<file path="config.mk">
export PLATFORM = sky130hd
export DESIGN_NAME = shift_left_seq
export DESIGN_NICKNAME = d
export VERILOG_FILES = /design/src/rtl/shift_left_seq.sv
export SDC_FILE = /design/constraint.sdc
export NUM_CORES = 1
export LEC_CHECK = 0
export ABC_AREA = 1
export CAP_MARGIN = 0
export CORE_MARGIN = 4
export CORE_UTILIZATION = 48
export CTS_CLUSTER_DIAMETER = 40
export CTS_CLUSTER_SIZE = 10
export DETAILED_ROUTE_END_ITERATION = 10
export PLACE_DENSITY_LB_ADDON = 0.15
export SYNTH_ARGS = -nofsm -noshare
export SYNTH_HDL_FRONTEND = slang
export SYNTH_SLANG_ARGS = --single-unit
</file>
<file path="constraint.sdc">
create_clock -name clk -period 2.2 [get_ports clk]
set_input_delay 0.22 -clock clk [delete_from_list [all_inputs] [get_ports clk]]
set_output_delay 0.22 -clock clk [all_outputs]
set_load 0.05 [all_outputs]
</file>
<file path="src/rtl/shift_left_seq.sv">
// ---------------------------------------------------------------------------
// shift_left_seq
//
// Multi-cycle shift-left sequencer. A word and a shift amount are accepted
// through a start/ready handshake; the word is then shifted left by one bit
// position per clock for the (clamped) amount. The result, the bits that
// fell out of the MSB and an overflow flag are held with done=1 until the
// consumer acknowledges.
//
// Parameters
//   WIDTH  data word width in bits (>= 2)
//   AMT_W  width of the shift-amount input; amounts > WIDTH clamp to WIDTH
//
// Ports
//   clk    system clock, rising edge
//   rst_n  asynchronous active-low reset
//   start  request, sampled only when ready=1
//   A      operand word, latched on an accepted start
//   amt    shift amount, latched on an accepted start
//   ack    consumer accepts the result, sampled only while done=1
//   abort  synchronous cancel, overrides start and ack
//   ready  1 while idle
//   busy   1 while shifting
//   done   1 while the result is held; out/spill/ovf are valid
//   out    shifted word
//   spill  bits shifted out of the MSB, most recent in bit 0
//   ovf    1 if any shifted-out bit was 1
// ---------------------------------------------------------------------------
module shift_left_seq #(
    parameter int WIDTH = 8,
    parameter int AMT_W = 4
) (
    input  logic             clk,
    input  logic             rst_n,
    input  logic             start,
    input  logic [WIDTH-1:0] A,
    input  logic [AMT_W-1:0] amt,
    input  logic             ack,
    input  logic             abort,
    output logic             ready,
    output logic             busy,
    output logic             done,
    output logic [WIDTH-1:0] out,
    output logic [WIDTH-1:0] spill,
    output logic             ovf
);

    // Counter must be able to hold WIDTH itself (full-width shift).
    localparam int CNT_W = $clog2(WIDTH + 1);

    typedef enum logic [1:0] {
        S_IDLE  = 2'd0,
        S_SHIFT = 2'd1,
        S_DONE  = 2'd2
    } state_t;

    state_t           state;
    state_t           state_nx;
    logic [CNT_W-1:0] cnt;
    logic [CNT_W-1:0] amt_clamp;
    logic [31:0]      amt_ext;

    // Amount clamp: anything beyond WIDTH shifts the whole word out.
    always_comb begin
        amt_ext = 32'(amt);
        if (amt_ext > 32'(WIDTH)) begin
            amt_clamp = CNT_W'(WIDTH);
        end else begin
            amt_clamp = CNT_W'(amt_ext);
        end
    end

    // State register
    always_ff @(posedge clk or negedge rst_n) begin
        if (!rst_n) begin
            state <= S_IDLE;
        end else begin
            state <= state_nx;
        end
    end

    // Next-state logic
    always_comb begin
        state_nx = state;
        unique case (state)
            S_IDLE: begin
                if (start) begin
                    state_nx = (amt_clamp == '0) ? S_DONE : S_SHIFT;
                end
            end
            S_SHIFT: begin
                // cnt==1 means the shift happening on this edge is the last.
                if (cnt == CNT_W'(1)) begin
                    state_nx = S_DONE;
                end
            end
            S_DONE: begin
                if (ack) begin
                    state_nx = S_IDLE;
                end
            end
            default: state_nx = S_IDLE;
        endcase
        if (abort) begin
            state_nx = S_IDLE;
        end
    end

    // Output decode: pure function of the state register, so the status
    // flags have no combinational path from any input.
    always_comb begin
        ready = (state == S_IDLE);
        busy  = (state == S_SHIFT);
        done  = (state == S_DONE);
    end

    // Datapath: operand/result word, spill collector, overflow and counter.
    always_ff @(posedge clk or negedge rst_n) begin
        if (!rst_n) begin
            out   <= '0;
            spill <= '0;
            ovf   <= 1'b0;
            cnt   <= '0;
        end else if (abort) begin
            out   <= '0;
            spill <= '0;
            ovf   <= 1'b0;
            cnt   <= '0;
        end else begin
            unique case (state)
                S_IDLE: begin
                    if (start) begin
                        out   <= A;
                        spill <= '0;
                        ovf   <= 1'b0;
                        cnt   <= amt_clamp;
                    end
                end
                S_SHIFT: begin
                    out   <= {out[WIDTH-2:0], 1'b0};
                    spill <= {spill[WIDTH-2:0], out[WIDTH-1]};
                    ovf   <= ovf | out[WIDTH-1];
                    cnt   <= cnt - CNT_W'(1);
                end
                default: begin
                    // DONE holds the result; nothing changes until ack/abort.
                end
            endcase
        end
    end

endmodule

</file>
==> results <==
## synth_stat cells
cell,count
nor2_4,1
o21ai_2,1
inv_2,1
buf_2,1
nand4_1,1
inv_1,25
nand2_1,27
a21oi_1,1
nand2_2,1
nand3_1,6
o21ai_1,4
buf_4,1
o22ai_1,8
buf_6,1
o21ai_0,13
dfrtp_1,23
xnor2_1,1
ha_1,2
nor2_1,13
o211ai_1,6
nor2_2,3
## metrics by stage
stage | total power (uW) | std cells | setup slack, ps | hold slack (ps)
after floorplan | 1330 | 140 | 493 | -75.6
final | 1790 | 206 | 134 | 261
after CTS | 1800 | 206 | 132 | 265
after global routing | 1930 | 206 | 17.1 | 284
after detailed placement | 1610 | 202 | 489 | 489
after global placement | 1590 | 202 | 491 | 468
## path summary, 6_finish.rpt
kind	to	slack [ps]	cells past startpoint
min in group clk	cnt[1]	510	2
max in group asynchronous	cnt[1]	1720	2
worst min register to register	cnt[1]	510	2
worst max-delay path	ready	130	2
worst max register to register	cnt[3]	690	7
worst min-delay path	out[5]	260	2
## layer usage
layer  vias up  track usage [%]  wire, microns
met5         -                0              0
met2        37             28.5           1180
met3         2             2.30            151
met4         0             4.64             17
li1        529                -              -
met1       461             20.0           1090
## cell type report
type	instances	area (sq um)
well taps	28	35.0
clock buffers	4	26.3
repair buffers	37	365
inverters	26	97.6
fillers	194	683
flip-flops and latches	23	576
multi-input cells	88	450
## logic make-up after synthesis
kind of cell	count (synthesis)
AO/OA/AOI/OAI	33
adder cells (fa/ha/maj)	2
XOR/XNOR	1
buffers and inverters	29
flip-flops	23
AND/OR/NAND/NOR	52
## power groups by stage
stage	Clock, uW	Sequential, uW	Combinational, uW
2_1_floorplan	0	819	507
3_3_place_gp	0	612	980
3_5_place_dp	0	619	991
4_1_cts	192	610	1000
5_1_grt	214	627	1080
6_report	184	610	992
## flip-flops by register name, summed over array words and instances, names as in the netlist
register,flops
cnt,4
out,8
state,2
ovf,1
spill,8
==> flow_metrics.py <==
metrics = {
    "outcome": {
        "outcome": "finished, final reports clean",
    },
    "setup_path": {
        "crit_family": "buffers and inverters",
        "path_cells": "nor2_1 > clkdlybuf4s50_1",
        "r2r-start": "state[1]",
        "cp_slowest_cell": "clkdlybuf4s50_1",
        "worstPathArrival_ps": 1850,
        "critical_path_class": "flop to output pin",
        "crit_fanout": 6,
        "required_ps": 1980,
        "critPathBufInv": 1,
        "end_kind": "output pin",
        "critPathLaunchType": "flop",
        "cp-startpoint": "state[1]",
        "slowest_delay_ps": 840,
    },
    "detailed_routing": {
        "first_pass_iters": 4,
        "via_count": 1029,
        "drt_iter0_markers": 22,
        "drc": 0,
        "wl_per_cell_microns": 11.8,
        "vias_per_cell": 5.00,
        "drt-total-wl_mm": 2.43,
        "ant_nets": 0,
    },
    "pwr": {
        "p_comb_share_pct": 55.6,
        "p_per_area_nw_per_um2": 1150,
        "p_sw_share_pct": 48.8,
        "p_seq_share_pct": 34.1,
        "clockPowerShare_pct": 10.3,
        "p_sw_uw": 872,
        "p_int_uw": 914,
        "ir_drop_mv": 1.09,
        "p_leak_uw": 0.000695,
    },
    "sta": {
        "slew-limit-headroom_pct": 57.6,
        "min_period_ps": 2070,
        "fin_tns_setup_ps": 0,
        "slew_viol_final": 0,
        "period_share_pct": 93.9,
        "worst_pin_slew_ps": 636,
        "max_freq_mhz": 484,
        "finalHoldViolCount": 0,
        "fin_skew_ps": 0.552,
        "rsz0062_at_grt": "false",
        "finalSetupViolCount": 0,
    },
    "cells_and_area": {
        "nNetsFinal": 198,
        "drive_above_1_share_pct": 6.74,
        "final_common_cell": "clkdlybuf4s50_1",
        "final_cell_mix": "clkdlybuf4s50_1, nand2_1, inv_1, dfrtp_1",
        "final_core_util_pct": 69.4,
        "antenna_cells": 0,
        "syn_to_final_growth_pct": 35.1,
        "final_cell_area_sq_um": 1550,
    },
    "die": {
        "rows": 17,
        "ioPinCount": 37,
        "start_util_pct": 51.4,
        "die_w_microns": 56.9,
        "die_h_microns": 56.9,
        "core-area_sq_um": 2230,
        "dieArea_sq_um": 3240,
    },
    "synthesis": {
        "synth_area_leaders": "dfrtp_1, nand2_1, inv_1",
        "ys_types": 21,
        "synth_largest_area_cell": "dfrtp_1",
        "ys_ff_latch": 23,
        "syn_area_sq_um": 1150,
        "synthMuxAreaShare_pct": 0,
        "synth_compound_area_share_pct": 16.9,
        "synth_top_family_by_area": "simple AND/OR/NAND/NOR gates",
        "synth_xor_area_share_pct": 0.763,
        "seq_area_frac_synth_pct": 50.2,
        "synthCells": 140,
        "synth_top_area_share_pct": 50.2,
        "synthAdderAreaFrac_pct": 2.18,
        "syn_nets": 159,
        "yosysWarnings": 0,
        "syn_avg_cell_area_sq_um": 8.20,
        "yosys.area_share.simple_pct": 19.4,
    },
    "flow_run": {
        "drv_cap": 0,
    },
    "cts": {
        "cts_root_buf": "clkbuf_4",
        "clk_pin_slew_ps": 120,
        "cts_tree": "done",
        "clk_latency_ps": 290,
        "clockBufferDepth": 2,
        "cts_inserted_buffers": 3,
        "cts_resized": 0,
        "ctsHoldBuffers": 0,
        "htree_levels": 1,
        "clock-sinks": 23,
        "post-cts-setup-buffers": 0,
    },
    "min_path": {
        "hold_class": "primary input to async pin",
    },
    "placement": {
        "port_buffers": 36,
        "place_area_sq_um": 1520,
        "place_congestion": 0.717,
        "dp_hpwl_mm": 1.87,
    },
    "global_routing": {
        "grt_pass1_wl_mm": 4.21,
        "grt_pass1_vias": 1039,
        "antenna_found_initial": 0,
        "grt_max_degree": 24,
        "grt.overflow.total": 0,
        "grt_usage_pct": 16.1,
    },
}
No activity file was read; power rests on OpenSTA's default activity.
